===== src/rtl/sva_slot_scheduler.sv =====
// rtl/sva_slot_scheduler.sv - thread-slot pool that allocates attempts and issues them to a shared evaluator
// Optional statistics (drop_count, max_active) built only when SVA_SCHED_STATS_EN is defined.
module sva_slot_scheduler #(
    parameter int SLOTS       = 8,
    parameter int STATE_WIDTH = 8,
    parameter int TIMER_WIDTH = 16,
    localparam int SW = $clog2(SLOTS),
    localparam int CW = $clog2(SLOTS + 1)
) (
    input  logic                   gclk,
    input  logic                   grst,
    input  logic                   step,
    input  logic                   start_req,
    input  logic [STATE_WIDTH-1:0] start_state,
    output logic                   issue_valid,
    input  logic                   issue_ready,
    output logic [SW-1:0]          issue_slot,
    output logic [STATE_WIDTH-1:0] issue_state,
    output logic [TIMER_WIDTH-1:0] issue_period,
    input  logic                   res_valid,
    input  logic [SW-1:0]          res_slot,
    input  logic [STATE_WIDTH-1:0] res_state,
    input  logic                   res_active,
    output logic                   busy,
    output logic                   round_done,
    output logic [CW-1:0]          active_count,
    output logic [TIMER_WIDTH-1:0] period,
    output logic                   overflow,
    output logic                   step_overrun,
    output logic                   protocol_err,
    output logic [TIMER_WIDTH-1:0] drop_count,
    output logic [CW-1:0]          max_active
);
    localparam logic [1:0] IDLE  = 2'd0;
    localparam logic [1:0] ISSUE = 2'd1;
    localparam logic [1:0] DRAIN = 2'd2;

    logic [1:0]             fsm, fsm_n;
    logic [SLOTS-1:0]       valid, valid_n, outst, outst_n, pend, pend_n;
    logic [STATE_WIDTH-1:0] state_q [SLOTS];
    logic [TIMER_WIDTH-1:0] start_per [SLOTS];
    logic                   alloc, free_found, res_hit, done_n, drop;
    logic [SW-1:0]          free_slot, sel;
    logic [CW-1:0]          count_n;
    logic [STATE_WIDTH-1:0] sel_state;
    logic [TIMER_WIDTH-1:0] sel_per;

    always_comb begin
        valid_n    = valid;
        outst_n    = outst;
        pend_n     = pend;
        fsm_n      = fsm;
        alloc      = 1'b0;
        done_n     = 1'b0;
        free_found = 1'b0;
        free_slot  = '0;
        res_hit    = 1'b0;
        for (int i = SLOTS - 1; i >= 0; i--) begin
            if (!valid[i]) begin
                free_found = 1'b1;
                free_slot  = SW'(i);
            end
        end
        for (int i = 0; i < SLOTS; i++) begin
            if (res_valid && res_slot == SW'(i) && outst[i]) res_hit = 1'b1;
        end
        // An issue and a result never target the same slot, so both updates can apply together.
        if (issue_valid && issue_ready) begin
            pend_n[issue_slot]  = 1'b0;
            outst_n[issue_slot] = 1'b1;
        end
        if (res_hit) begin
            outst_n[res_slot] = 1'b0;
            if (!res_active) valid_n[res_slot] = 1'b0;
        end
        case (fsm)
            IDLE: begin
                if (step) begin
                    pend_n = valid;
                    if (start_req && free_found) begin
                        alloc              = 1'b1;
                        valid_n[free_slot] = 1'b1;
                        pend_n[free_slot]  = 1'b1;
                    end
                    fsm_n = (pend_n != '0) ? ISSUE : DRAIN;
                end
            end
            ISSUE: begin
                if (pend_n == '0) fsm_n = DRAIN;
            end
            DRAIN: begin
                if (outst_n == '0) begin
                    fsm_n  = IDLE;
                    done_n = 1'b1;
                end
            end
            default: fsm_n = IDLE;
        endcase
        sel = '0;
        for (int i = SLOTS - 1; i >= 0; i--) begin
            if (pend_n[i]) sel = SW'(i);
        end
        // A slot allocated this cycle is not yet in the pool arrays; forward its fields.
        sel_state = (alloc && free_slot == sel) ? start_state : state_q[sel];
        sel_per   = (alloc && free_slot == sel) ? period : start_per[sel];
        count_n   = '0;
        for (int i = 0; i < SLOTS; i++) count_n = count_n + CW'(valid_n[i]);
    end

    assign drop = (fsm == IDLE) && step && start_req && !free_found;

    always_ff @(posedge gclk or posedge grst) begin
        if (grst) begin
            fsm          <= IDLE;
            valid        <= '0;
            outst        <= '0;
            pend         <= '0;
            busy         <= 1'b0;
            round_done   <= 1'b0;
            active_count <= '0;
            issue_valid  <= 1'b0;
            issue_slot   <= '0;
            issue_state  <= '0;
            issue_period <= '0;
            period       <= '0;
            overflow     <= 1'b0;
            step_overrun <= 1'b0;
            protocol_err <= 1'b0;
            for (int i = 0; i < SLOTS; i++) begin
                state_q[i]   <= '0;
                start_per[i] <= '0;
            end
        end else begin
            fsm          <= fsm_n;
            valid        <= valid_n;
            outst        <= outst_n;
            pend         <= pend_n;
            busy         <= (fsm_n != IDLE);
            round_done   <= done_n;
            active_count <= count_n;
            issue_valid  <= (fsm_n == ISSUE);
            issue_slot   <= sel;
            issue_state  <= sel_state;
            issue_period <= sel_per;
            if (fsm == IDLE && step) period <= period + TIMER_WIDTH'(1);
            if (fsm != IDLE && step) step_overrun <= 1'b1;
            if (drop) overflow <= 1'b1;
            if (res_valid && !res_hit) protocol_err <= 1'b1;
            if (alloc) begin
                state_q[free_slot]   <= start_state;
                start_per[free_slot] <= period;
            end
            if (res_hit) state_q[res_slot] <= res_state;
        end
    end

`ifdef SVA_SCHED_STATS_EN
    logic [TIMER_WIDTH-1:0] drop_q;
    logic [CW-1:0]          max_q;

    always_ff @(posedge gclk or posedge grst) begin
        if (grst) begin
            drop_q <= '0;
            max_q  <= '0;
        end else begin
            if (drop && drop_q != '1) drop_q <= drop_q + TIMER_WIDTH'(1);
            if (count_n > max_q) max_q <= count_n;
        end
    end

    assign drop_count = drop_q;
    assign max_active = max_q;
`else
    assign drop_count = '0;
    assign max_active = '0;
`endif

endmodule


===== config.mk =====
export PLATFORM = sky130hd
export DESIGN_NAME = sva_slot_scheduler
export DESIGN_NICKNAME = d
export VERILOG_FILES = /design/src/rtl/sva_slot_scheduler.sv
export SDC_FILE = /design/constraint.sdc
export NUM_CORES = 1
export LEC_CHECK = 0
export ABC_AREA = 1
export ABC_CLOCK_PERIOD_IN_PS = 10700
export BUFFER_PORTS_ARGS = -buffer_cell sky130_fd_sc_hd__buf_2
export CELL_PAD_IN_SITES_DETAIL_PLACEMENT = 0
export CELL_PAD_IN_SITES_GLOBAL_PLACEMENT = 2
export CORE_UTILIZATION = 34
export CTS_BUF_LIST = sky130_fd_sc_hd__clkbuf_4
export CTS_CLUSTER_SIZE = 25
export DETAILED_ROUTE_END_ITERATION = 8
export PLACE_DENSITY = 0.84
export SLEW_MARGIN = 20
export SYNTH_ARGS = -nofsm -noshare
export SYNTH_HDL_FRONTEND = slang
export SYNTH_SLANG_ARGS = --single-unit

===== constraint.sdc =====
create_clock -name gclk -period 10.7 [get_ports gclk]
set_input_delay 2.675 -clock gclk [delete_from_list [all_inputs] [get_ports gclk]]
set_output_delay 2.675 -clock gclk [all_outputs]
set_load 0.01 [all_outputs]

==> out/results.tsv <==
metric	value	unit
mean routed wirelength per cell	17.5	um
final worst setup slack	4.08	ns
Crit path buffers/inverters	7	
# Max-Cap Violations	0	
CTS sink count	271	
Final Max Slew Viols	0	
Mean Syn Cell Area	7.83	um2
Synth Instances	1746	
Switching Power	1950	uW
number of routed nets with antenna violations	0	
Slew HR	29.6	%
CTS clk-pin slew, worst paths	0.05	ns
initial DRC count	881	
Fill cells	4195	
final std cells w/o fill	2409	
Tot GR Track Use	21.3	%
Clk pwr share	21.3	%
Syn-to-layout area delta	12.5	%
nets	1865	
combinational power share	44.5	%
multi-input logic area	5380	um2
post-synth cell types	42	
flops & latches, synth	271	
WS Path Type	primary input to flip-flop	
hpwl dp	24000	um
Final Wtd Congestion	0.846	
top-level I/O count	99	
outcome	completed	
post-synth top area cell	dfrtp_1	
final cycle utilization of the critical path	61.9	%
Root Buffer	clkbuf_4	
die width	203	um
vias	12000	
commonest non-fill, non-tap cell in the layout	nand2_1	
WL final	42200	um
leakage power	0.00777	uW
vias in the first global route	11900	
post-cts repair resize count	0	
Period minus WS final	6.62	ns
CP required	11.30	ns
fin area	15400	um2
Hold WC Path Type	flip-flop to flip-flop	
hold buffer count at cts	0	
Placed Instances	2273	
Seq/Total Area, Yosys	49.6	%
layout cell share with drive strength beyond 1	13.8	%
synthesized cell area	13700	um2
Register Area	6780	um2
crit end category	flip-flop	
Starting Density	34.4	%
worst path cell trace	buf_2 -> inv_1 -> nor2_4 -> inv_2 -> nor2_1 -> nand2_1 -> inv_1 -> nand3_2 -> nand2_1 -> inv_1 -> fa_1 -> fa_1 -> fa_1 -> inv_1 -> ha_1 -> inv_1 -> fa_1 -> xnor2_1	
unrepaired setup endpoints after global routing	no	
setup bufs post-CTS	0	
CP Data Arrival Time	7.22	ns
slowest stage cell on the critical path	nand3_2	
ranking of synthesized cells by area	dfrtp_1 50%, nand2_1 10%, nand3_1 10%	
IO buf count	78	
slowest stage delay, CP	0.81	ns
pre-CTS WS	3.32	ns
setup tns final	0	ns
num rows	73	
Peak VDD IR	156	uV
sequential power share	34.2	%
Pre-Repair DR Iteration Count	5	
fmax	151	MHz
Yosys top cell area share	49.6	%
core area	39700	um2
Remaining Overflow, GRT	0	
die area	41000	um2
CTS Buf Count	81	
CP dominant cell by count	inv_1	
CTS max path bufs	3	
Critical Path Start Type	primary input	
final hold violation count	0	
internal power	2510	uW
critical path fanouts, max	49	
wire length of the first global-routing pass	67300	um
largest net degree at the start of global routing	166	
# H-tree levels	3	
YS warnings	0	
CTS tree	done	
crit-path leading delay family	adder cells	
Clk Latency, worst-skew pair	0.77	ns
Vias/cell	4.98	
PwrDens	290	nW/um2
initial antenna violation count	3	
Die Y	203	um
skew final	0.0679	ns
setup violators final	0	
Placed Instance Area	14400	um2
Sw Ratio	43.7	%
worst-margin pin slew	1.05	ns
most frequent cells in the layout	378 x nand2_1, 271 x nand3_1, 271 x dfrtp_1, 262 x inv_1, 221 x o21ai_0	
# DRC	0	
-- cell usage after synthesis (all sizes together) --
library cell / count
o21ai: 236
a31oi: 9
nand4: 8
nand3b: 16
a31o: 1
xnor2: 1
fa: 4
o21bai: 4
clkbuf: 60
nor4: 4
nor2: 42
or4: 1
buf: 55
nor3: 8
nor3b: 1
ha: 4
o211ai: 24
a21oi: 40
inv: 276
xor2: 12
conb: 1
nand2: 384
o22ai: 2
dfrtp: 271
nand3: 277
or2: 2
clkinv: 3
-- cell type report --
cell class              instances  share of cell area (%)
clock inverters                21                   0.626
repair buffers                 98                    3.60
well taps                     525                    4.27
clock buffers                 114                    5.56
flip-flops and latches        271                    44.1
inverters                     279                    6.86
multi-input cells            1100                    35.0
diodes                          1                  0.0163
-- cells by family after synthesis --
| group | synth area share (%) |
|---|---|
| DFF | 49.6 |
| and+or+nand+nor | 24.3 |
| AOI/OAI and AO/OA | 12.3 |
| adders and majority gates | 0.951 |
| buffers and inverters | 12.1 |
| xor gates and xnor gates | 0.833 |
| other | 0.0274 |
-- flip-flops by register name (all words and copies together), names as in the netlist --
| register | count |
|---|---|
| active_count | 4 |
| busy | 1 |
| fsm | 2 |
| issue_period | 16 |
| issue_slot | 3 |
| issue_state | 8 |
| issue_valid | 1 |
| outst | 8 |
| overflow | 1 |
| pend | 8 |
| period | 16 |
| protocol_err | 1 |
| round_done | 1 |
| start_per | 128 |
| state_q | 64 |
| step_overrun | 1 |
| valid | 8 |
-- path summary, 6_finish.rpt --
kind | startpoint | to | slack [ns] | depth (start not counted)
worst max register to register | fsm[0] | active_count[2] | 5.57 | 18
worst min-delay path | protocol_err | protocol_err | 0.48 | 1
min in group asynchronous | grst | start_per[67] | 2.07 | 2
worst min register to register | protocol_err | protocol_err | 0.48 | 1
worst max-delay path | step | active_count[2] | 4.08 | 18
max in group asynchronous | grst | issue_period[11] | 7.19 | 3
-- power groups by stage --
stage	clock, uW	sequential, uW	combinational [uW]
floorplan	0	1540	1450
global placement	0	1540	1990
detailed placement	0	1540	2000
CTS	989	1530	2010
global route	1050	1560	2290
finish	950	1530	1990
-- layer usage --
metal  global-route usage (%)  up-vias  routed length (um)
met5                        0        -                   0
met4                     7.38        0                 787
met3                     4.00       62                2310
met2                     34.3      344               19900
met1                     28.5     5796               19300
li1                         -     5803                   -
-- worst register-to-register path, stage by stage (launching register included) --
cell and delay, ns:
dfrtp_1 0.43, nor2_2 0.14, inv_2 0.06, nor2_4 0.34, inv_2 0.24, nor2_1 0.18, nand2_1 0.07, inv_1 0.11
nand3_2 0.81, nand2_1 0.32, inv_1 0.09, fa_1 0.49, fa_1 0.51, fa_1 0.42, inv_1 0.07, ha_1 0.16
inv_1 0.05, fa_1 0.37, xnor2_1 0.14
-- stage by stage --
step                      power (uW)  util (%)  hold WS [ns]
final                           4460      38.7         0.479
after global placement          3520      36.3         0.459
after global routing            4910      38.7         0.502
after floorplan                 2990         -         0.444
after CTS                       4530      38.7         0.479
after detailed placement        3540      36.3         0.465
Power figures use the tool's default switching activity.
